<file path="config.mk">
export PLATFORM = sky130hd
export DESIGN_NAME = round_controller
export DESIGN_NICKNAME = d
export VERILOG_FILES = /design/src/rtl/game_pkg.sv /design/src/rtl/lfsr8.sv /design/src/rtl/round_controller.sv
export SDC_FILE = /design/constraint.sdc
export NUM_CORES = 1
export LEC_CHECK = 0
export ABC_AREA = 1
export BUFFER_PORTS_ARGS = -buffer_cell sky130_fd_sc_hd__buf_2
export CAP_MARGIN = 30
export CORE_MARGIN = 8
export CORE_UTILIZATION = 55
export DETAILED_ROUTE_END_ITERATION = 8
export PLACE_DENSITY = 0.79
export REMOVE_ABC_BUFFERS = 1
export SYNTH_ARGS = -nofsm -noshare
export SYNTH_HDL_FRONTEND = slang
export SYNTH_SLANG_ARGS = --single-unit
</file>
<file path="constraint.sdc">
create_clock -name clk -period 3.27 [get_ports clk]
set_clock_uncertainty 0.1 [all_clocks]
set_input_delay 0.327 -clock clk [delete_from_list [all_inputs] [get_ports clk]]
set_output_delay 0.327 -clock clk [all_outputs]
set_load 0.05 [all_outputs]
</file>
<file path="src/rtl/game_pkg.sv">
`default_nettype none
// ============================================================================
//  Module   : game_pkg
//  Purpose  : Shared state encoding, difficulty codes and LFSR taps for the
//             round controller.
//  Revision : 1.0  initial release
// ============================================================================
package game_pkg;

    typedef enum logic [2:0] {
        ST_IDLE   = 3'd0,
        ST_ARM    = 3'd1,
        ST_WAIT   = 3'd2,
        ST_RESULT = 3'd3,
        ST_DONE   = 3'd4
    } state_t;

    localparam logic [1:0] c_diff_easy   = 2'd0;
    localparam logic [1:0] c_diff_medium = 2'd1;
    localparam logic [1:0] c_diff_hard   = 2'd2;

    // Fibonacci taps 8,6,5,4 expressed as a mask over q[7:0]
    localparam logic [7:0] c_lfsr_taps = 8'b1011_1000;

    function automatic logic [1:0] clamp_difficulty(input logic [1:0] d);
        return (d > c_diff_hard) ? c_diff_hard : d;
    endfunction

endpackage
`default_nettype wire

</file>
<file path="src/rtl/lfsr8.sv">
`default_nettype none
// ============================================================================
//  Module   : lfsr8
//  Purpose  : Free-running 8-bit Fibonacci LFSR used for target selection.
//  Revision : 1.0  initial release
// ============================================================================
module lfsr8
    import game_pkg::*;
(
    input  logic       clk,
    input  logic       reset,
    input  logic [7:0] seed,
    output logic [7:0] q
);

    always_ff @(posedge clk or posedge reset) begin
        if (reset) begin
            q <= seed;
        end else begin
            q <= {q[6:0], ^(q & c_lfsr_taps)};
        end
    end

endmodule
`default_nettype wire

</file>
<file path="src/rtl/round_controller.sv">
`default_nettype none
// ============================================================================
//  Module   : round_controller
//  Purpose  : Game round sequencer driving the reaction timer; picks targets,
//             scores hits/misses and ends the game after NUM_ROUNDS rounds.
//  Revision : 1.0  initial release
// ============================================================================
module round_controller
    import game_pkg::*;
#(
    parameter int          N_TARGETS  = 4,
    parameter int          NUM_ROUNDS = 10,
    parameter logic [11:0] END_VALUE  = 12'd100,
    parameter int          RESULT_CYC = 25000,
    parameter logic [7:0]  LFSR_SEED  = 8'hA5
) (
    input  logic                 clk,
    input  logic                 reset,
    input  logic                 start,
    input  logic [1:0]           difficulty_in,
    input  logic [N_TARGETS-1:0] buttons,
    input  logic [11:0]          timer_value,
    input  logic                 end_reached,
    output logic                 timer_reset,
    output logic                 timer_enable,
    output logic [1:0]           difficulty,
    output logic [11:0]          end_value,
    output logic [N_TARGETS-1:0] target_led,
    output logic                 hit,
    output logic                 miss,
    output logic [7:0]           score,
    output logic [7:0]           round_num,
    output logic [11:0]          reaction_time,
    output logic                 game_over
);

    localparam int IDX_W = $clog2(N_TARGETS);
    localparam int CNT_W = $clog2(RESULT_CYC + 1);

    state_t               r_state;
    logic [IDX_W-1:0]     r_target;
    logic [CNT_W-1:0]     r_cnt;
    logic [N_TARGETS-1:0] r_buttons_q;

    logic [7:0]           w_lfsr;
    logic                 w_unused_lfsr;
    logic [N_TARGETS-1:0] w_edges;
    logic [N_TARGETS-1:0] w_target_oh;
    logic                 w_press_any;
    logic                 w_press_hit;

    lfsr8 u_lfsr (
        .clk   (clk),
        .reset (reset),
        .seed  (LFSR_SEED),
        .q     (w_lfsr)
    );

    // Only the low index bits select the target; the rest just keep mixing.
    assign w_unused_lfsr = ^w_lfsr;

    always_ff @(posedge clk or posedge reset) begin
        if (reset) begin
            r_buttons_q <= '0;
        end else begin
            r_buttons_q <= buttons;
        end
    end

    assign w_edges     = buttons & ~r_buttons_q;
    assign w_target_oh = {{(N_TARGETS-1){1'b0}}, 1'b1} << r_target;
    assign w_press_any = |w_edges;
    assign w_press_hit = (w_edges == w_target_oh);

    always_ff @(posedge clk or posedge reset) begin
        if (reset) begin
            r_state       <= ST_IDLE;
            r_target      <= '0;
            r_cnt         <= '0;
            timer_reset   <= 1'b0;
            timer_enable  <= 1'b0;
            difficulty    <= c_diff_easy;
            end_value     <= END_VALUE;
            target_led    <= '0;
            hit           <= 1'b0;
            miss          <= 1'b0;
            score         <= '0;
            round_num     <= '0;
            reaction_time <= '0;
            game_over     <= 1'b0;
        end else begin
            timer_reset <= 1'b0;
            hit         <= 1'b0;
            miss        <= 1'b0;
            case (r_state)
                ST_IDLE, ST_DONE: begin
                    if (start) begin
                        r_state       <= ST_ARM;
                        r_target      <= w_lfsr[IDX_W-1:0];
                        difficulty    <= clamp_difficulty(difficulty_in);
                        score         <= '0;
                        round_num     <= '0;
                        reaction_time <= '0;
                        game_over     <= 1'b0;
                        timer_reset   <= 1'b1;
                        timer_enable  <= 1'b0;
                    end
                end
                ST_ARM: begin
                    r_state      <= ST_WAIT;
                    timer_enable <= 1'b1;
                    target_led   <= w_target_oh;
                end
                ST_WAIT: begin
                    // A clean target edge wins over a simultaneous timeout.
                    if (w_press_any || end_reached) begin
                        r_state      <= ST_RESULT;
                        r_cnt        <= '0;
                        timer_enable <= 1'b0;
                        target_led   <= '0;
                        round_num    <= round_num + 8'd1;
                        if (w_press_hit) begin
                            hit           <= 1'b1;
                            reaction_time <= timer_value;
                            if (score != 8'hFF) begin
                                score <= score + 8'd1;
                            end
                        end else begin
                            miss <= 1'b1;
                        end
                    end
                end
                ST_RESULT: begin
                    if (r_cnt == CNT_W'(RESULT_CYC - 1)) begin
                        if (round_num == 8'(NUM_ROUNDS)) begin
                            r_state   <= ST_DONE;
                            game_over <= 1'b1;
                        end else begin
                            r_state     <= ST_ARM;
                            r_target    <= w_lfsr[IDX_W-1:0];
                            timer_reset <= 1'b1;
                        end
                    end else begin
                        r_cnt <= r_cnt + 1'b1;
                    end
                end
                default: begin
                    r_state <= ST_IDLE;
                end
            endcase
        end
    end

endmodule
`default_nettype wire

</file>
=== Word-level counts from Yosys, hierarchy flattened ===
Index checks and enable logic that the tools add are counted.

* Register bits: 71
* Input port bits: 22
* Output and inout bits: 51
* Logic and storage cells: 100

* Add/sub/neg operators: 3
* $lt $le $gt $ge: 1
* Equality and inequality tests: 16
* Shifts and indexed selects: 1
* Mux-type cells: 42
* Bitwise logic cells: 2
* Reductions and logical operators: 20

{| class="wikitable"
|+ Operator list
! kind !! count
|-
| 2-to-1 mux 8 bit || 5
|-
| 2-to-1 mux 12 bit || 3
|-
| case mux 8 bit (2 select lines) || 2
|-
| 2-to-1 mux 15 bit || 2
|-
| case mux 15 bit (2 select lines) || 1
|-
| case mux 12 bit (2 select lines) || 1
|-
| adder 8 x 1 -> 8 bit (second input constant) || 2
|-
| inequality test 2 bit (second input constant) || 8
|-
| adder 15 x 1 -> 15 bit (second input constant) || 1
|-
| equality test 15 bit (second input constant) || 1
|-
| 2-to-1 mux 1 bit || 13
|-
| 2-to-1 mux 3 bit || 4
|-
| case mux 3 bit (4 select lines) || 1
|-
| AND reduction 3 bit || 4
|-
| AND reduction 4 bit || 3
|-
| equality test 8 x 4 -> 1 bit (second input constant) || 1
|-
| 2-to-1 mux 2 bit || 4
|-
| inequality test 8 bit (second input constant) || 1
|-
| case mux 4 bit (2 select lines) || 1
|-
| nonzero test 2 bit || 4
|-
| XOR reduction 8 bit || 1
|-
| equality test 3 x 2 -> 1 bit (second input constant) || 2
|-
| AND reduction 5 bit || 1
|-
| AND 4 bit || 1
|-
| 16 further kinds || 18
|}

=== Logic depth before layout (Yosys ltp) ===
Gate-level depths: netlist (run 1).

* Word-level depth: 6
* Depth in mapped cells: 12
* Gate-level depth less buffers: 11

=== Least setup slack after synthesis (run 1) ===
No wires, ideal clock.

* Kind: reg2reg
* From: register score[0]
* To: register score[0]
* Setup time: 0.119 ns
* Arrival time: 1.533 ns
* Data required time: 3.051 ns
* Setup slack: 1.518 ns
* Cell stages (with the launch flop): 7
* Buffers on the path: 0
* Period minus slack after synthesis: 1.752 ns
* Cells stage by stage: dfrtp_1 > ha_1 > nand4_1 > nand3_1 > nand2_1 > nand3_1 > nand2_1

* Word-level cells in the longest chain between the ends: 5
* Elaborated cells on any way between the ends: 8
* Classes of those cells: add/sub: 1; eq/ne: 2; mux: 4; reduce/logical: 1

{| class="wikitable"
|+ Ends and longest elaborated chain
! item !! line !! RTL
|-
| start: declaration || round_controller.sv:31 || <nowiki>output logic [7:0] score,</nowiki>
|-
| start signal: assignment || round_controller.sv:126 || <nowiki>score <= score + 8'd1;</nowiki>
|-
| adder 8 x 1 -> 8 bit || round_controller.sv:126 ||
|-
| 2-to-1 mux 8 bit || round_controller.sv:125 || <nowiki>if (score != 8'hFF) begin</nowiki>
|-
| 2-to-1 mux 8 bit || round_controller.sv:122 || <nowiki>if (w_press_hit) begin</nowiki>
|-
| 2-to-1 mux 8 bit || round_controller.sv:116 || <nowiki>if (w_press_any || end_reached) begin</nowiki>
|-
| case mux 8 bit (2 select lines) || round_controller.sv:95 || <nowiki>case (r_state)</nowiki>
|}

Parallel ways exist; a longest one is shown, timed or not. The select of a mux whose other input is x is not followed.
A chain may end at the register's enable or synchronous reset.

=== Worst setup path in the final report (run 1) ===
* From: register r_state[0]
* To: register reaction_time[10]

* Word-level cells in the longest chain between the ends: 4
* Elaborated cells on any way between the ends: 10
* Classes of those cells: eq/ne: 5; mux: 1; reduce/logical: 4

{| class="wikitable"
|+ Ends and longest elaborated chain
! item !! line !! RTL
|-
| start: declaration || round_controller.sv:40 || <nowiki>state_t r_state;</nowiki>
|-
| start signal: assignment || round_controller.sv:77 || <nowiki>r_state <= ST_IDLE;</nowiki>
|-
| start signal: assignment || round_controller.sv:98 || <nowiki>r_state <= ST_ARM;</nowiki>
|-
| start signal: assignment || round_controller.sv:110 || <nowiki>r_state <= ST_WAIT;</nowiki>
|-
| equality test 3 bit or logical NOT 3 bit (tied branches) || round_controller.sv:95 ||
|-
| OR reduction 2 bit || round_controller.sv:95 ||
|-
| inequality test 2 bit (no line) or nonzero test 2 bit (tied branches) || - ||
|-
| AND reduction 4 bit (no line) || - ||
|-
| end signal: assignment || round_controller.sv:124 || <nowiki>reaction_time <= timer_value;</nowiki>
|-
| end: declaration || round_controller.sv:33 || <nowiki>output logic [11:0] reaction_time,</nowiki>
|}

Parallel ways exist; a longest one is shown, timed or not.

==> impl_metrics.yaml, run 1 <==
timing:
  hold_violations: 0
  period_share: 0.600
  rsz0062_at_grt: "false"
  report.final.slew_viol_count: 0
  slew_headroom: 0.469
  setup_tns_ps: 0
  tightest_slew_ps: 795
  fin_crit_ps: 1960
  timing.fmax_mhz: 509
  setup_viol: 0
layout:
  nets: 577
  drive_above_1_share: 0.192
  syn2layout_area_growth_pct: 13.7
  num-fill-cells: 606
  fin_cells: 652
  diodes: 0
critical_path:
  start_kind: "flop"
  cp-end-kind: "flop"
  arrival_ps: 2100
  worstPathRequired_ps: 3400
  crit_type: "flop to flop"
  path_max_fanout: 17
placement:
  port_buffers: 60
  gp_congestion: 0.894
  dp_cells: 636
  hpwl_mm: 6.57
die:
  rows: 30
  dieArea_um2: 9940
  pin_count: 73
  start_util: 0.567
  die_h_um: 99.7
  core_um2: 6790
  die_w_um: 99.7
clock_network:
  cts_sinks: 71
  numCtsBuffers: 9
  clk_pin_slew_worst_paths_ps: 70
  cts_hold_buf: 0
  htree_levels: 3
  clk_latency_ps: 350
  post_cts_buffers: 0
  cts_tree: "done"
  clockRootBuffer: "clkbuf_8"
  cts_max_path_buffers: 2
  cts_resized: 0
yosys:
  ys_types: 36
  avgSynthCellArea_um2: 7.89
  ys.flop_type: "dfrtp_1"
  synthArstFlopShare: 1.00
  netlist_area_um2: 3850
  ys_warn_count: 12
  ys_ff_latch: 71
  synth_edf_count: 0
  synthCells: 488
  seq_area_frac_synth: 0.463
global_route:
  grt_pass1_vias: 3310
  antenna_found_initial: 0
  grt_pass1_wl_mm: 15.0
  gr-total-overflow: 0
  gr-usage-all-layers: 0.186
  grt_max_degree: 39
routing:
  ant_nets: 0
  wire_per_inst_um: 13.5
  wirelength_mm: 8.81
  viasPerCell: 5.20
  topRoutingLayerUsed: "met4"
  dr.pass1.iters: 5
  vias: 3389
  drc: 0
  met3_length_um: 538
  drt_iter0_markers: 175
  wl_met2_mm: 4.15
  wl_met1_mm: 3.93
flow_run:
  max-cap-violations: 0
pwr:
  clock_power_share: 0.427
  power_frac_seq: 0.525
  p_comb_frac: 0.048
  switching_share: 0.243
  p_sw_uw: 407
  p_leak_nw: 2.20
  power_density_nw_per_um2: 383
  peakVddDrop_v: 0.000262
  intPower_mw: 1.27
hold_path:
  hold_path_class: "input pin to flop"
status:
  status: "finished, final reports clean"
-- flip-flops by register name, summed over array words and instances (netlist names), 2 cells and up --
name,cells
r_state,3
difficulty,2
r_cnt,15
r_buttons_q,4
u_lfsr.q,8
score,8
target_led,4
reaction_time,12
round_num,8
r_target,2
-- critical path, stage by stage, from the launching register on --
cell and delay (ps):
dfrtp_1 500, nor2_4 240, nand2_2 260, nand2_8 180
nand2_8 80, inv_4 160, nand2_2 180, nand2_1 100
nand2_1 50
-- stage by stage --
step / utilization / setup slack (ps) / power [mW] / cell area, um2 / hold WS, ps
6_report: 0.644 / 1310 / 1.68 / 4380 / 18.1
5_1_grt: 0.644 / 1110 / 1.74 / 4380 / 7.74
4_1_cts: 0.644 / 1320 / 1.69 / 4380 / 9.99
3_5_place_dp: 0.614 / 1330 / 0.980 / 4170 / 240
3_3_place_gp: 0.614 / 1410 / 0.978 / 4170 / 241
2_1_floorplan: - / 1050 / 0.955 / 3740 / 233
-- power groups by stage --
stage / clock [mW] / combinational [mW] / sequential [mW]
after detailed placement: 0 / 0.0812 / 0.898
after global routing: 0.769 / 0.0891 / 0.881
after floorplan: 0 / 0.0565 / 0.898
final: 0.716 / 0.0803 / 0.881
after CTS: 0.731 / 0.0813 / 0.881
after global placement: 0 / 0.0796 / 0.898
-- layout by cell type, fill, tap and decap left out, types with 3 or more instances in the layout --
cell type	n
ha_1	4
or2_2	3
clkbuf_8	10
nor2_1	54
nor3_1	4
nand4_1	7
nand2_2	6
nand2_1	151
o21ai_0	25
o21ai_1	3
inv_1	35
conb_1	12
xnor2_1	3
a21oi_1	5
dfstp_2	4
nand3b_1	13
xor2_1	10
buf_2	60
dfrtp_1	67
inv_2	3
nand3_1	50
-- area by class of cell --
class | count | area [um2] | area share
well taps | 96 | 120 | 0.0274
multi-input cells | 367 | 1800 | 0.411
flip-flops and latches | 71 | 1780 | 0.407
clock buffers | 10 | 138 | 0.0314
clock inverters | 6 | 67.6 | 0.0154
inverters | 40 | 155 | 0.0354
repair buffers | 62 | 315 | 0.0720
-- routing by layer --
layer	up-vias	GRT usage
li1	1668	-
met1	1593	0.238
met2	111	0.295
met3	17	0.0384
met4	0	0.0838
met5	-	0
-- cell usage after synthesis, types with 3 or more instances --
| cell | count | share of area |
|---|---|---|
| a21oi_1 | 5 | 0.0065 |
| buf_2 | 4 | 0.0052 |
| buf_4 | 15 | 0.029 |
| dfrtp_1 | 67 | 0.44 |
| dfstp_2 | 4 | 0.027 |
| ha_1 | 4 | 0.013 |
| inv_1 | 36 | 0.035 |
| nand2_1 | 151 | 0.15 |
| nand2_2 | 6 | 0.0097 |
| nand3_1 | 50 | 0.065 |
| nand3b_1 | 13 | 0.025 |
| nand4_1 | 7 | 0.011 |
| nor2_1 | 54 | 0.053 |
| nor3_1 | 4 | 0.0052 |
| o21ai_0 | 25 | 0.032 |
| o21ai_1 | 3 | 0.0039 |
| or2_2 | 3 | 0.0049 |
| xnor2_1 | 3 | 0.0068 |
| xor2_1 | 10 | 0.023 |
-- final timing paths --
kind	from	end	slack, ps	cells past startpoint
worst max register to register	r_state[0]$_DFFE_PP0P_	reaction_time[10]$_DFFE_PP0P_	1310	8
worst max-delay path	r_state[0]$_DFFE_PP0P_	reaction_time[10]$_DFFE_PP0P_	1310	8
max in group asynchronous	reset	u_lfsr.q[5]$_DFF_PP1_	2230	3
min in group asynchronous	reset	round_num[4]$_DFFE_PP0P_	30	2
worst min-delay path	buttons[3]	r_buttons_q[3]$_DFF_PP0_	20	1
worst min register to register	u_lfsr.q[6]$_DFF_PP0_	u_lfsr.q[7]$_DFF_PP1_	250	0
-- kinds of logic (layout without fill, tap and decap cells) --
family                   after synthesis  after routing  synth area share
AO/OA/AOI/OAI                         38             38            0.0526
XOR/XNOR                              13             13            0.0296
adder cells (fa/ha/maj)                4              4            0.0130
buffers and inverters                 61            118            0.0806
flip-flops                            71             71             0.463
other                                  1             12          0.000974
AND/OR/NAND/NOR                      300            300             0.361
Note: power is estimated with default switching activity, not from simulation.
==> inputs of run 2 (changes only) <==
- CORE_UTILIZATION: 55 -> 50
- PLACE_DENSITY: 0.79 -> 0.76
- clock period: 3.27 -> 1.8 ns (I/O delays scaled with it)
==> run 2 against run 1 <==
First-iteration DRC count up 14%. Via count down 0.32%. Largest power group unchanged. Register-to-register slack worse by 1200 ps. Critical path depth up 4. Worst setup slack worse by 1200 ps. Global-route usage down 1.6 points. Die area up 8.4%. Sequential share of layout area down 2.1 points. Non-clock buffer count up 20. Routed wire length up 1.6%. Combinational power up 100%. Worst hold slack better by 24 ps.
==> impl_metrics.yaml, run 2 (synthesis gave the netlist of run 1 again) <==
status:
  status: "finished, final reports clean"
critical_path:
  path_max_fanout: 12
  cp_cell_sequence: "dlygate4sd3_1 > buf_2 > inv_1 > nor2_1 > nand2_1 > nand2_1 > nor2_4 > nand2_1 > nand2_2 > buf_4 > nand3b_1 > nand2_1"
  cp_num_buf_inv: 4
  start_kind: "input pin"
  worstRegToRegCells: 10
  cpPeakStageDelay_ps: 520
  slowest_stage: "dlygate4sd3_1"
  worstPathRequired_ps: 1930
  cp_top_family: "buffers and inverters"
  path_common_cell: "nand2_1"
  crit_type: "input pin to flop"
  arrival_ps: 1820
  cp-end-kind: "flop"
  worst-path-stages: 12
layout:
  largest_register_ff_count: 15
  syn2layout_area_growth_pct: 20.1
  nets: 597
  finalCoreUtilization: 0.608
  final_common_cell: "nand2_1"
  stdcell_area_um2: 4620
  fin_cells: 678
  seq_area_um2: 1780
  mostFrequentLayoutCells: "150 x nand2_1, 65 x dfrtp_1, 60 x buf_2, 52 x nor2_1, 50 x nand3_1"
  multi_input_area_um2: 1830
  num-fill-cells: 665
  max_flop_register: "r_cnt"
  diodes: 0
  drive_above_1_share: 0.222
  top_regs: "r_cnt x15, reaction_time x12"
timing:
  hold-worst-slack_ps: 42.4
  report.final.slew_viol_count: 0
  setup_viol: 0
  fin_crit_ps: 1690
  setup_tns_ps: 0
  period_share: 0.941
  timing.fmax_mhz: 590
  hold_violations: 0
  fin_ws_ps: 106
clock_network:
  numCtsBuffers: 9
  clk_pin_slew_worst_paths_ps: 70
  cts_tree: "done"
  clockRootBuffer: "clkbuf_8"
  clk_latency_ps: 340
  cts_sinks: 71
  htree_levels: 3
  cts_max_path_buffers: 2
die:
  dieArea_um2: 10800
  die_h_um: 104
  core_um2: 7610
  die_w_um: 104
  rows: 32
  pin_count: 73
  start_util: 0.506
pwr:
  power_density_nw_per_um2: 680
  p_leak_nw: 2.33
  total_power_mw: 3.14
  peakVddDrop_v: 0.000665
placement:
  place_area_um2: 4280
  port_buffers: 60
  gp_congestion: 0.903
  dp_slack_ps: 39.2
  dp_cells: 653
  hpwl_mm: 6.57
routing:
  viasPerCell: 4.98
  dr.pass1.iters: 4
  vias: 3378
  drc: 0
  ant_nets: 0
  drt_iter0_markers: 199
  wire_per_inst_um: 13.2
  wirelength_mm: 8.95
global_route:
  grt_pass1_vias: 3399
  gr-total-overflow: 0
  grt_pass1_wl_mm: 15.6
  gr-usage-all-layers: 0.170
  grt_max_degree: 72
  antenna_found_initial: 0
hold_path:
  whs_path_depth: 3
  hold_path_class: "input pin to flop"
flow_run:
  max-cap-violations: 0
-- run 2: changes by cell type in the layout (fill, tap and decap cells not counted), moves of 2 or more --
cell / delta
dlygate4sd3_1: +7
nand2_4: +2
buf_12: +2
buf_4: +11
inv_2: +2
dfrtp_2: +2
dfrtp_1: -2
inv_1: -2
nor2_1: -2
-- run 2: where the power goes --
| group | leakage, nW | switching, mW | internal [mW] | total [mW] |
|---|---|---|---|---|
| Sequential | 0.868 | 0.00187 | 1.60 | 1.60 |
| Combinational | 1.35 | 0.120 | 0.0413 | 0.162 |
| Clock | 0.110 | 0.598 | 0.782 | 1.38 |
| Total | 2.33 | 0.721 | 2.42 | 3.14 |
-- run 2: area by class of cell --
type / count / area share
multi-input combinational: 367 / 0.395
sequential: 71 / 0.386
timing repair buffer: 82 / 0.110
inverter: 40 / 0.0346
tap: 102 / 0.0276
clock buffer: 9 / 0.0268
clock inverter: 7 / 0.0206
-- run 2: worst reg2reg max path: cells and delay by family, from the launching register on --
| kind | cells | cell delay, ps |
|---|---|---|
| buffers and inverters | 2 | 240 |
| DFF | 1 | 430 |
| and+or+nand+nor | 8 | 840 |
-- run 2: final timing paths --
path	start	endpoint	slack [ps]
max reg2reg	r_target[0]$_DFFE_PP0P_	reaction_time[4]$_DFFE_PP0P_	120
min in group asynchronous	reset	difficulty[0]$_DFFE_PP0P_	380
min reg2reg	u_lfsr.q[6]$_DFF_PP0_	u_lfsr.q[7]$_DFF_PP1_	260
min	start	difficulty[1]$_DFFE_PP0P_	40
max in group asynchronous	reset	u_lfsr.q[5]$_DFF_PP1_	910
max	buttons[1]	reaction_time[4]$_DFFE_PP0P_	110
-- run 2: per-layer routing --
metal  vias up  GRT usage  wire [um]
met5         -          0          0
met4         0     0.0703         81
met3         8     0.0347        466
met2        84      0.284       4550
met1      1579      0.210       3860
li1       1707          -          -
-- run 2: repair_timing --
action,4_1_cts,5_1_grt
hold buffers,7,0
gates resized for setup,0,13
endpoints found under the setup margin,0,31
hold endpoints to repair,73,0
buffers inserted,0,2
